## config.mk

```make
export PLATFORM = sky130hd
export DESIGN_NAME = matvec_controller
export DESIGN_NICKNAME = d
export VERILOG_FILES = /design/src/rtl/npu_ctrl_pkg.sv /design/src/rtl/DotProduct.sv /design/src/rtl/matvec_controller.sv
export SDC_FILE = /design/constraint.sdc
export NUM_CORES = 1
export LEC_CHECK = 0
export CORE_ASPECT_RATIO = 1.2
export CORE_UTILIZATION = 45
export CTS_CLUSTER_SIZE = 14
export DETAILED_ROUTE_END_ITERATION = 6
export PLACE_DENSITY = 0.6
export SETUP_SLACK_MARGIN = 0.05
export SLEW_MARGIN = 20
export SYNTH_ARGS = -nofsm -noshare
export SYNTH_HDL_FRONTEND = slang
export SYNTH_SLANG_ARGS = --single-unit
export TNS_END_PERCENT = 10
```

## constraint.sdc

```tcl
create_clock -name clk -period 17.4 [get_ports clk]
set_clock_uncertainty 0.2 [all_clocks]
set_input_delay 5.22 -clock clk [delete_from_list [all_inputs] [get_ports clk]]
set_output_delay 5.22 -clock clk [all_outputs]
set_load 0.05 [all_outputs]
```

## src/rtl/npu_ctrl_pkg.sv

```systemverilog
// Shared NPU controller definitions: datapath widths and the controller state type.
`ifndef DATA_WIDTH
`define DATA_WIDTH 8
`endif
`ifndef ACC_WIDTH
`define ACC_WIDTH 32
`endif

package npu_ctrl_pkg;

    typedef enum logic [1:0] {
        StIdle,
        StRun,
        StDrain
    } ctrl_state_e;

endpackage

```

## src/rtl/DotProduct.sv

```systemverilog
// Combinational signed dot product: per-element products sign-extended to ACC_WIDTH,
// summed with two's-complement wrap.
module DotProduct #(
    parameter int unsigned N = 4
) (
    input  logic [N-1:0][`DATA_WIDTH-1:0] a,
    input  logic [N-1:0][`DATA_WIDTH-1:0] b,
    output logic signed [`ACC_WIDTH-1:0]  y
);

    logic signed [`ACC_WIDTH-1:0] prod [N];

    for (genvar i = 0; i < N; i++) begin : g_mul
        logic signed [`ACC_WIDTH-1:0] a_ext;
        logic signed [`ACC_WIDTH-1:0] b_ext;
        assign a_ext   = `ACC_WIDTH'($signed(a[i]));
        assign b_ext   = `ACC_WIDTH'($signed(b[i]));
        assign prod[i] = a_ext * b_ext;
    end

    always_comb begin
        y = '0;
        for (int i = 0; i < N; i++) begin
            y = y + prod[i];
        end
    end

endmodule

```

## src/rtl/matvec_controller.sv

```systemverilog
// Streams ROWS weight rows against a captured activation vector, producing one
// dot-product result per row through a valid/ready output stage.
module matvec_controller
    import npu_ctrl_pkg::*;
#(
    parameter int unsigned N    = 4,
    parameter int unsigned ROWS = 4,
    localparam int unsigned IdxW = (ROWS > 1) ? $clog2(ROWS) : 1
) (
    input  logic                          clk,
    input  logic                          rst,
    input  logic                          start,
    input  logic                          abort,
    input  logic [N-1:0][`DATA_WIDTH-1:0] x_in,
    input  logic                          w_valid,
    output logic                          w_ready,
    input  logic [N-1:0][`DATA_WIDTH-1:0] w_row,
    output logic                          y_valid,
    input  logic                          y_ready,
    output logic signed [`ACC_WIDTH-1:0]  y_data,
    output logic [IdxW-1:0]               y_index,
    output logic                          busy,
    output logic                          done
);

    ctrl_state_e                   state_q, state_d;
    logic [N-1:0][`DATA_WIDTH-1:0] x_q, x_d;
    logic [IdxW-1:0]               row_cnt_q, row_cnt_d;
    logic                          y_valid_q, y_valid_d;
    logic signed [`ACC_WIDTH-1:0]  y_data_q, y_data_d;
    logic [IdxW-1:0]               y_index_q, y_index_d;
    logic                          done_q, done_d;
    logic signed [`ACC_WIDTH-1:0]  dot;
    logic                          row_xfer, y_hs, last_row;

    DotProduct #(.N(N)) u_dot (
        .a (x_q),
        .b (w_row),
        .y (dot)
    );

    assign w_ready  = (state_q == StRun) && (!y_valid_q || y_ready);
    assign row_xfer = w_valid && w_ready;
    assign y_hs     = y_valid_q && y_ready;
    assign last_row = (row_cnt_q == IdxW'(ROWS - 1));

    assign y_valid = y_valid_q;
    assign y_data  = y_data_q;
    assign y_index = y_index_q;
    assign busy    = (state_q != StIdle);
    assign done    = done_q;

    always_comb begin
        state_d   = state_q;
        x_d       = x_q;
        row_cnt_d = row_cnt_q;
        y_valid_d = y_valid_q;
        y_data_d  = y_data_q;
        y_index_d = y_index_q;
        done_d    = 1'b0;
        unique case (state_q)
            StIdle: begin
                // The done cycle itself is never an accepting cycle.
                if (start && !done_q) begin
                    x_d       = x_in;
                    row_cnt_d = '0;
                    state_d   = StRun;
                end
            end
            StRun: begin
                if (abort) begin
                    y_valid_d = 1'b0;
                    state_d   = StIdle;
                end else begin
                    if (y_hs) begin
                        y_valid_d = 1'b0;
                    end
                    if (row_xfer) begin
                        y_data_d  = dot;
                        y_index_d = row_cnt_q;
                        y_valid_d = 1'b1;
                        if (last_row) begin
                            state_d = StDrain;
                        end else begin
                            row_cnt_d = row_cnt_q + IdxW'(1);
                        end
                    end
                end
            end
            StDrain: begin
                if (abort) begin
                    y_valid_d = 1'b0;
                    state_d   = StIdle;
                end else if (y_hs) begin
                    y_valid_d = 1'b0;
                    done_d    = 1'b1;
                    state_d   = StIdle;
                end
            end
            default: state_d = StIdle;
        endcase
    end

    always_ff @(posedge clk or posedge rst) begin
        if (rst) begin
            state_q   <= StIdle;
            x_q       <= '0;
            row_cnt_q <= '0;
            y_valid_q <= 1'b0;
            y_data_q  <= '0;
            y_index_q <= '0;
            done_q    <= 1'b0;
        end else begin
            state_q   <= state_d;
            x_q       <= x_d;
            row_cnt_q <= row_cnt_d;
            y_valid_q <= y_valid_d;
            y_data_q  <= y_data_d;
            y_index_q <= y_index_d;
            done_q    <= done_d;
        end
    end

endmodule

```

# After elaboration in Yosys (flattened, before gate mapping)
# Index checks and enable logic that the tools add are counted.
totals:
  regBits: 72
  input_bits: 70
  output_inout_bits: 38
op_classes:
  add_sub_neg: 4
  multipliers: 4
  eq_ne: 10
  muxes: 20
  n_bitwise: 1
  n_reduce_logical: 15
ops:
  columns: ["op", "count"]
  rows:
  - ["32-bit adder", 3]
  - ["8-bit by 8-bit multiplier with 16-bit output", 4]
  - ["2-bit two-way mux", 10]
  - ["3-bit inequality test (second input constant)", 3]
  - ["2-bit inequality test (second input constant)", 4]
  - ["1-bit two-way mux", 7]
  - ["2-bit case mux with 3 select lines", 1]
  - ["2-bit nonzero test", 3]
  - ["5-bit AND reduction", 1]
  - ["2-bit equality test (second input constant)", 2]
  - ["1-bit logical AND", 4]
  - ["2-bit case mux with 2 select lines", 1]
  - ["4-bit AND reduction", 1]
  - ["3-bit AND reduction", 1]
  - ["2-bit by 1-bit adder with 2-bit output (second input constant)", 1]
  - ["2-bit by 1-bit equality test with 1-bit output (second input constant)", 1]
  - ["1-bit logical NOT", 2]
  - ["2-bit logical NOT", 1]
  - ["1-bit case mux with 2 select lines", 1]
  - ["2-bit AND reduction", 1]
  - ["1-bit logical OR", 1]
  - ["1-bit inverter", 1]

# Logic depth before layout (Yosys ltp)
# Gate-level depths: netlist of the first run.
depth:
  ltp_word: 7
  depth_mapped: 28
  depth_no_buf: 26

# By module
# From an unflattened synthesis of the first run, not the netlist that was laid out.
hier_totals:
  hier_cells: 1327
  hier_area_um2: 14252.4
modules_own_cells:
  columns: ["mod", "n_inst", "cells_each", "area_each_um2", "seq_area_each_um2"]
  rows:
  - ["DotProduct", 1, 1144, 11175.7, 0.0]
  - ["matvec_controller", 1, 183, 3076.7, 1801.7]

# Least setup slack after synthesis of the first run
# OpenSTA, ideal clock, no wires.
synth_path:
  path_kind: "input port to flip-flop"
  from: "input w_row[11] in the netlist's numbering"
  to: "register y_data_q[13] (netlist: y_data[13])"
  setup_ns: 0.131
  t_arrival_ns: 11.119
  path_slack_ns: 5.950
  cell_stages: 22
  path_cell_list: "and2_1 inv_1 fa_1 fa_1 inv_1 fa_1 fa_1 ha_1 or3_1 a2111oi_0 nor2_1 xnor2_1 fa_1 inv_1 fa_1 inv_1 ha_1 and2_1 and4_1 o21ai_0 and3_1 or3_1"
synth_via:
  elab_chain_cells: 4
synth_rtl:
  columns: ["item", "line_no", "text"]
  rows:
  - ["start: declaration", "matvec_controller.sv:17", "input logic [N-1:0][`DATA_WIDTH-1:0] w_row,"]
  - ["8-bit by 8-bit multiplier with 16-bit output", "DotProduct.sv:18", "assign prod[i] = a_ext * b_ext;"]
  - ["32-bit adder (3 in a row)", "DotProduct.sv:24", "y = y + prod[i];"]
  - ["end signal: assignment", "matvec_controller.sv:118", "y_data_q <= y_data_d;"]
  - ["end: declaration", "matvec_controller.sv:30", "logic signed [`ACC_WIDTH-1:0] y_data_q, y_data_d;"]
# No other way between the ends.
# A chain may end at the register's enable or synchronous reset.

# Worst setup path after layout of the first run
layout_path:
  from: "input w_row[10] in the netlist's numbering"
  to: "register y_data_q[20] (netlist: y_data[20])"
# Same word-level chain as after synthesis.

==> impl_metrics.tcl, run 1 <==
set metrics [dict create \
    crit_path_end_kind "register" \
    grt_usage_pct 21.9 \
    drt_first_pass_iters 7 \
    crit_buf_inv 6 \
    finalHoldViolCount 0 \
    core_sq_um 31400 \
    netlist-cell-type-count 63 \
    place_ws_ns 4.38 \
    layout.nets 2109 \
    syn_inst 1546 \
    grt_max_degree 73 \
    r2r-start "x_q[15]" \
    cts.repair.resized 0 \
    cp_slowest_cell "o311ai_0" \
    synthesis.nets 2007 \
    syn_area_sq_um 14400 \
    numPortBuffers 107 \
    ctsHoldBuffers 0 \
    maxCapViolCount 0 \
    cts_sinks 72 \
    layout_commonest_cell "inv_1" \
    holdPathEnd "y_index[0]" \
    dpl_cell_area_sq_um 15900 \
    dr_wl_met3_mm 1.08 \
    syn2layout_area_growth_pct 12.6 \
    crit_required_ns 17.49 \
    r2r-end "y_data[20]" \
    drt_drc_violations_left 10 \
    slew_headroom_pct 30.5 \
    place.gp.congestion 0.835 \
    reg2reg_depth 24 \
    vias_per_cell 5.14 \
    slowest_delay_ns 0.84 \
    violations "design-rule violations" \
    final_cell_mix "349 x inv_1, 253 x fa_1, 146 x and2_1" \
    fin_ws_ns 4.74 \
    clock_path_buffers 2 \
    cts_buffers 9 \
    post_cts_buffers 0 \
    m1WireLength_mm 14.4 \
    die_area_sq_um 32700 \
    grt_pass1_wl_mm 55.7 \
    finalHoldWorstSlack_ns 0.275 \
    hold_depth 2 \
    first_global_vias 11117 \
    fp.dieH_um 198 \
    async_flop_share_pct 100 \
    row_count 71 \
    synth_seq_area_share_pct 12.5 \
    finalInstanceArea_sq_um 16200 \
    grt_remaining_overflow 0 \
    drt_iter0_drc 465 \
    initial_utilization_pct 45.8 \
    max_freq_ghz 0.0790 \
    die_w_um 165 \
    final_antenna_net_count 0 \
    timing_worst_setup_path_type "input port to register" \
    synth_ff_type "dfrtp_1" \
    worst_pin_slew_ns 1.03 \
    min-delay-start "y_index[0]" \
    via_count 10555 \
    grt_setup_unrepaired "false" \
    cp_top_family "adder cells" \
    synth_edf_count 0 \
    antenna_found_initial 0 \
    dp_hpwl_mm 27.2 \
    antenna_cells 0 \
    final_max_slew_viol_count 0 \
    wl_met2_mm 16.8 \
    rrSetupSlack_ns 9.73 \
    h-tree-depth 3 \
    drive_above_1_share_pct 3.51 \
    top_layer "met4" \
    crit_path_start_kind "input port" \
    syn_avg_cell_area_sq_um 9.32 \
    period_needed_ns 12.66 \
    yosys_warnings 0 \
    status "complete, but fails checks" \
    clk_pin_slew_worst_paths_ns 0.07 \
    clk_latency_ns 0.37 \
    cp_common_cell "fa_1" \
    tns_ns 0 \
    post_drt_wl_per_cell_um 15.9 \
    routed_wl_mm 32.7 \
    hold_class "register to register" \
    post-route-period-util_pct 72.7 \
    ios 108 \
    cts_root_buffer "clkbuf_16" \
    path_max_fanout 8 \
    finalSetupViolations 0 \
    arrival_ns 12.74 \
    cts_tree "yes" \
    yosys_register_bits 72 \
]
==> state kept, by name (all words and copies together), names as in the netlist <==
name / cells
row_cnt_q: 2
state_q: 2
y_index: 2
y_valid: 1
done: 1
y_data: 32
x_q: 32
==> cell type report <==
type	instances	area (sq um)
timing repair buffer	109	1090
inverter	351	1320
tap	401	502
clock inverter	7	109
sequential	72	1800
multi-input combinational	1105	11200
clock buffer	9	225
fill	3020	15200
==> worst min-delay path, stage by stage, from the launching register on <==
cell     delay (ns)
dfrtp_1        0.34
nand2_1        0.05
nand2_1        0.05
==> through the flow <==
step | std cells | utilization [%]
4_1_cts | 2054 | 51.6
3_3_place_gp | 2038 | 50.5
2_1_floorplan | 1546 | -
6_report | 2054 | 51.6
3_5_place_dp | 2038 | 50.5
5_1_grt | 2054 | 51.6
==> synth_stat cells, types with 3 or more instances <==
cell type	count	area [sq um]
nor2b_1	9	56.3
o21ai_0	49	245
mux2_2	32	360
nand4_1	9	56.3
nand2_1	136	510
a21o_1	8	60.1
o211ai_1	4	30.0
and3_1	12	75.1
a2111oi_0	5	43.8
mux2i_1	3	30.0
a41oi_1	3	26.3
nand2b_1	20	125
nor2_1	52	195
a31oi_1	7	43.8
fa_1	253	5060
or4_1	3	22.5
clkbuf_1	8	30.0
buf_1	3	11.3
xor2_1	23	201
o31ai_1	4	30.0
a21oi_1	37	185
xnor2_1	49	429
nand3_1	20	100
o22ai_1	6	37.5
ha_1	138	1730
or3_1	6	37.5
inv_1	350	1310
and2_1	146	913
o21a_1	10	75.1
buf_6	5	56.3
dfrtp_1	72	1800
a211oi_1	14	105
o21bai_1	6	45.0
a2111o_1	3	33.8
nor3_1	6	30.0
==> per-layer routing <==
metal	up-vias	GRT usage [%]
li1	5022	-
met1	5341	28.7
met2	168	38.0
met3	24	3.02
met4	0	4.92
met5	-	0
==> how the worst max path moves through the flow <==
stage                     startpoint         end  depth (start not counted)
final                      w_row[10]  y_data[20]                         25
after global routing       w_row[11]  y_data[22]                         24
after CTS                  w_row[18]  y_data[20]                         24
after detailed placement   w_row[18]  y_data[20]                         24
after global placement     w_row[11]  y_data[18]                         24
after floorplan            w_row[11]  y_data[13]                         22
==> logic make-up after synthesis <==
kind of cell,count (synthesis),share of synthesized area (%)
buffers and inverters,369,9.89
AOI/OAI and AO/OA,175,7.90
DFF,72,12.5
and+or+nand+nor,431,15.4
adders and majority gates,391,47.1
xor gates and xnor gates,72,4.38
muxes,36,2.79
Power of run 1 is not shown: default switching activity piles up to over one toggle a cycle in this logic, so the estimate is an artifact.
==> run 2, diff against run 1 <==
--- a/config.mk
+++ b/config.mk
@@ -9,7 +9,7 @@
 export CORE_UTILIZATION = 45
 export CTS_CLUSTER_SIZE = 14
 export DETAILED_ROUTE_END_ITERATION = 6
-export PLACE_DENSITY = 0.6
+export PLACE_DENSITY = 0.62
 export SETUP_SLACK_MARGIN = 0.05
 export SLEW_MARGIN = 20
 export SYNTH_ARGS = -nofsm -noshare
==> constraint.sdc (replaced) <==
create_clock -name clk -period 10.2 [get_ports clk]
set_clock_uncertainty 0.2 [all_clocks]
set_input_delay 3.06 -clock clk [delete_from_list [all_inputs] [get_ports clk]]
set_output_delay 3.06 -clock clk [all_outputs]
set_load 0.05 [all_outputs]
==> run 2 against run 1 <==
Against the previous run: the run still ends with design-rule violations left; worst setup slack worse by 4.4 ns; cell count up 2.1%; global-route usage down 0.089 points; die area unchanged; flip-flop and latch count unchanged; wire length down 1.1%.
==> impl_metrics.tcl, run 2 (synthesis gave the netlist of run 1 again) <==
set metrics [dict create \
    antenna_cells 0 \
    final_cell_mix "349 x inv_1, 253 x fa_1, 146 x and2_1" \
    slowest_delay_ns 0.53 \
    cts_root_buffer "clkbuf_16" \
    clk_latency_ns 0.37 \
    cts_buffers 9 \
    reg2reg_depth 24 \
    cts_tree "yes" \
    h-tree-depth 3 \
    antenna_found_initial 0 \
    syn2layout_area_growth_pct 15.1 \
    first_global_vias 11361 \
    routed_wl_mm 32.4 \
    crit_path_end_kind "register" \
    finalHoldWorstSlack_ns 0.285 \
    cp_common_cell "fa_1" \
    path_max_fanout 4 \
    drt_iter0_drc 495 \
    vias_per_cell 5.10 \
    arrival_ns 9.90 \
    grt_max_degree 46 \
    grt_usage_pct 21.8 \
    dp_cells 2082 \
    max_freq_ghz 0.102 \
    timing_worst_setup_path_type "input port to register" \
    cts_sinks 72 \
    rrSetupSlack_ns 2.99 \
    numPortBuffers 107 \
    final_antenna_net_count 0 \
    crit_required_ns 10.26 \
    post-route-period-util_pct 96.5 \
    clk_pin_slew_worst_paths_ns 0.09 \
    hold_depth 2 \
    drt_first_pass_iters 7 \
    die_area_sq_um 32700 \
    grt_remaining_overflow 0 \
    via_count 10694 \
    layout.cells.non_filler 2098 \
    layout_commonest_cell "inv_1" \
    status "complete, but fails checks" \
    r2r-end "y_data[13]" \
    initial_utilization_pct 45.8 \
    min-delay-start "y_index[1]" \
    row_count 71 \
    post_drt_wl_per_cell_um 15.4 \
    core_sq_um 31400 \
    drt_drc_violations_left 10 \
    nFillCells 2944 \
    final_max_slew_viol_count 0 \
    violations "design-rule violations" \
    die_w_um 165 \
    ios 108 \
    period_needed_ns 9.84 \
    worst_pin_slew_ns 0.985 \
    dp_hpwl_mm 27.4 \
    holdPathEnd "y_index[1]" \
    post_cts_buffers 0 \
    fp.dieH_um 198 \
    r2r-start "x_q[15]" \
    hold_class "register to register" \
    grt_pass1_wl_mm 56.0 \
    crit_path_start_kind "input port" \
    clock_path_buffers 2 \
    finalSetupViolations 0 \
    maxCapViolCount 0 \
    ctsHoldBuffers 0 \
    grt_setup_unrepaired "true" \
    layout.nets 2153 \
    slew_headroom_pct 34.3 \
    drive_above_1_share_pct 6.13 \
    finalHoldViolCount 0 \
    place.gp.congestion 0.849 \
    cp_slowest_cell "fa_1" \
]
-- run 2: changes by cell type in the layout (fill, tap and decap cells not counted) --
cell       before  now
buf_4           1   46
o21ai_0        49   45
o21ai_1         1    5
a2111oi_0       5    2
a2111oi_1       0    3
a211oi_1       14   13
a211oi_4        0    1
buf_6           1    0
clkinv_4        1    0
inv_6           2    3
xnor2_1        49   48
xnor2_2         0    1
-- run 2: how the worst max path moves through the flow --
stage / start / cells after the start / slack, ns / to
floorplan: w_row[11] / 22 / 0.91 / y_data[13]
global placement: w_row[10] / 26 / -0.03 / y_data[30]
detailed placement: w_row[29] / 23 / -0.08 / y_data[23]
CTS: w_row[31] / 24 / 0.28 / y_data[21]
global route: w_row[14] / 24 / 0.03 / y_data[13]
finish: w_row[10] / 25 / 0.36 / y_data[13]
-- run 2: layout make-up --
cell class                 count  area (sq um)  share of cell area [%]
sequential                    72          1800                    10.9
multi-input combinational   1105         11200                    67.6
inverter                     351          1320                    7.96
timing repair buffer         153          1420                    8.54
clock buffer                   9           225                    1.36
tap                          401           502                    3.03
clock inverter                 7           109                   0.657
-- run 2: critical path, delay by kind of cell --
kind / cells / cell delay (ns)
buf+inv: 7 / 1.03
compound gates: 2 / 0.59
fa+ha+maj: 8 / 3.53
simple gates: 7 / 1.49
xor+xnor: 1 / 0.21
-- run 2: repair_timing --
item | CTS | global route
endpoints found under the hold margin | 0 | 0
endpoints found under the setup margin | 0 | 17
resized for setup | 0 | 10
-- run 2: per-layer routing --
layer,global-route usage [%],vias up,part of all wire (%)
met1,28.7,5370,44
met3,2.41,38,3.0
met5,0,-,0
li1,-,5111,-
met4,5.52,0,1.7
met2,37.9,175,51
-- run 2: stage by stage --
| step | utilization (%) | area [sq um] | setup TNS [ns] | setup WS, ns |
|---|---|---|---|---|
| 6_report | 52.7 | 16600 | 0 | 0.359 |
| 2_1_floorplan | - | 14400 | 0 | 0.910 |
| 3_3_place_gp | 51.6 | 16200 | -0.379 | -0.0332 |
| 3_5_place_dp | 51.6 | 16200 | -0.472 | -0.0823 |
| 5_1_grt | 52.7 | 16600 | 0 | 0.0306 |
| 4_1_cts | 52.6 | 16600 | 0 | 0.280 |
Power of run 2 is left out for the same reason.
==> run 3, diff against run 2 <==
--- a/config.mk
+++ b/config.mk
@@ -5,11 +5,14 @@
 export SDC_FILE = /design/constraint.sdc
 export NUM_CORES = 1
 export LEC_CHECK = 0
+export CELL_PAD_IN_SITES_DETAIL_PLACEMENT = 1
+export CELL_PAD_IN_SITES_GLOBAL_PLACEMENT = 1
 export CORE_ASPECT_RATIO = 1.2
-export CORE_UTILIZATION = 45
+export CORE_UTILIZATION = 43
 export CTS_CLUSTER_SIZE = 14
 export DETAILED_ROUTE_END_ITERATION = 6
-export PLACE_DENSITY = 0.62
+export HOLD_SLACK_MARGIN = 0.15
+export PLACE_DENSITY = 0.75
 export SETUP_SLACK_MARGIN = 0.05
 export SLEW_MARGIN = 20
 export SYNTH_ARGS = -nofsm -noshare
==> run 3 against run 2 <==
Against the previous run: the flow now finishes without violations; register-to-register slack improved by 0.08 ns; non-clock buffer count grew 4; wire length is 17% higher; worst setup slack improved by 0.056 ns; critical path depth up 2; via count rose by 3.3%; cell area rose by 0.45%; critical endpoint is now y_data[20]; highest routed layer unchanged.
==> impl_metrics.tcl, run 3 (synthesis gave the netlist of run 1 again) <==
set metrics [dict create \
    status "finished, final reports clean" \
    hold_class "register to register" \
    drt_iter0_drc 360 \
    clock_path_buffers 2 \
    place.gp.congestion 0.858 \
    max_freq_ghz 0.102 \
    dp_hpwl_mm 31.9 \
    cts_tree "yes" \
    arrival_ns 9.89 \
    drt_drc_violations_left 0 \
    grt_remaining_overflow 0 \
    core_sq_um 33100 \
    first_global_vias 12441 \
    syn2layout_area_growth_pct 15.6 \
    die_w_um 169 \
    antenna_found_initial 0 \
    post_cts_buffers 0 \
    path_max_fanout 7 \
    cts_root_buffer "clkbuf_16" \
    nFillCells 3870 \
    initial_utilization_pct 43.6 \
    antenna_cells 0 \
    layout.nets 2157 \
    grt_pass1_wl_mm 63.8 \
    crit_path_start_kind "input port" \
    vias_per_cell 5.14 \
    maxCapViolCount 0 \
    grt_max_degree 73 \
    final_cell_mix "349 x inv_1, 253 x fa_1, 145 x and2_1" \
    multi_input_area_sq_um 11200 \
    worst_pin_slew_ns 1.05 \
    grt_setup_unrepaired "false" \
    clk_pin_slew_worst_paths_ns 0.07 \
    crit_path_end_kind "register" \
    clk_latency_ns 0.38 \
    layout_commonest_cell "inv_1" \
    finalHoldViolCount 0 \
    rrSetupSlack_ns 3.07 \
    timing_worst_setup_path_type "input port to register" \
    final_max_slew_viol_count 0 \
    die_area_sq_um 34200 \
    slew_headroom_pct 30.0 \
    routed_wl_mm 37.9 \
    ctsHoldBuffers 0 \
    dpl_cell_area_sq_um 16300 \
    post-route-period-util_pct 95.9 \
    seq_area_sq_um 1800 \
    via_count 11051 \
    h-tree-depth 3 \
    fp.dieH_um 203 \
    drt_first_pass_iters 4 \
    ios 108 \
    crit_required_ns 10.30 \
    drive_above_1_share_pct 6.41 \
    final_antenna_net_count 0 \
    post_drt_wl_per_cell_um 17.6 \
    finalInstanceArea_sq_um 16600 \
    period_needed_ns 9.79 \
    cts_sinks 72 \
    row_count 73 \
    grt_usage_pct 23.9 \
    finalSetupViolations 0 \
    cts_buffers 9 \
    numPortBuffers 107 \
]
[run 3: cell types whose count changed in the layout (fill, tap and decap cells not counted), sizes merged]
cell / before / now
buf: 46 / 50
clkinv: 1 / 5
inv: 355 / 351
clkdlybuf4s50: 107 / 104
dlymetal6s2s: 0 / 3
bufinv: 2 / 1
clkbuf: 9 / 10
[run 3: stage by stage]
| step | worst slack [ns] | util, % | TNS, ns | hold WS, ns | cells |
|---|---|---|---|---|---|
| 3_3_place_gp | -0.00418 | 49.3 | -0.00418 | 0.258 | 2135 |
| 4_1_cts | 0.207 | 50.2 | 0 | 0.292 | 2151 |
| 3_5_place_dp | -0.138 | 49.3 | -1.30 | 0.272 | 2135 |
| 2_1_floorplan | 0.910 | - | 0 | 0.280 | 1546 |
| 5_1_grt | 0.0532 | 50.4 | 0 | 0.329 | 2151 |
| 6_report | 0.414 | 50.4 | 0 | 0.296 | 2151 |
[run 3: metal layers]
layer / global-route usage [%] / share of wire, % / vias to the layer above / wire length, um
met1: 30.1 / 43 / 5721 / 16200
li1: - / - / 5114 / -
met5: 0 / 0 / - / 0
met4: 7.40 / 2.5 / 0 / 944
met3: 3.14 / 2.8 / 53 / 1060
met2: 42.4 / 52 / 163 / 19700
[run 3: final timing paths]
| kind | from | end | cells after the start |
|---|---|---|---|
| max | w_row[12] | y_data[20] | 27 |
| min | y_data[0] | y_data[0] | 2 |
| max reg2reg | x_q[15] | y_data[17] | 25 |
| min reg2reg | y_data[0] | y_data[0] | 2 |
| max in group asynchronous | rst | x_q[3] | 3 |
| min in group asynchronous | rst | x_q[31] | 3 |
[run 3: area by class of cell]
type	count	share of cell area, %
multi-input cells	1105	67.3
clock inverters	6	0.398
flip-flops and latches	72	10.8
repair buffers	157	8.75
clock buffers	10	1.44
well taps	450	3.38
inverters	351	7.92
[run 3: what timing repair did]
action	4_1_cts	5_1_grt
setup endpoints to repair	0	18
hold endpoints to repair	0	0
gates resized for setup	0	14
[run 3: worst max-delay path: stages]
cell,delay (ns)
clkdlybuf4s50_1,0.56
buf_4,0.17
nand2_1,0.08
fa_1,0.48
fa_1,0.55
inv_1,0.05
fa_1,0.50
inv_1,0.06
fa_1,0.48
inv_1,0.05
ha_1,0.36
o21ai_0,0.15
o21ai_1,0.27
nand3_1,0.13
a21oi_1,0.19
xnor2_1,0.10
buf_4,0.16
fa_1,0.61
inv_1,0.07
fa_1,0.44
ha_1,0.39
a21oi_1,0.17
nor2_1,0.06
o311ai_0,0.33
buf_4,0.22
o21ai_0,0.09
nor2_1,0.12
Power of run 3 is left out for the same reason.
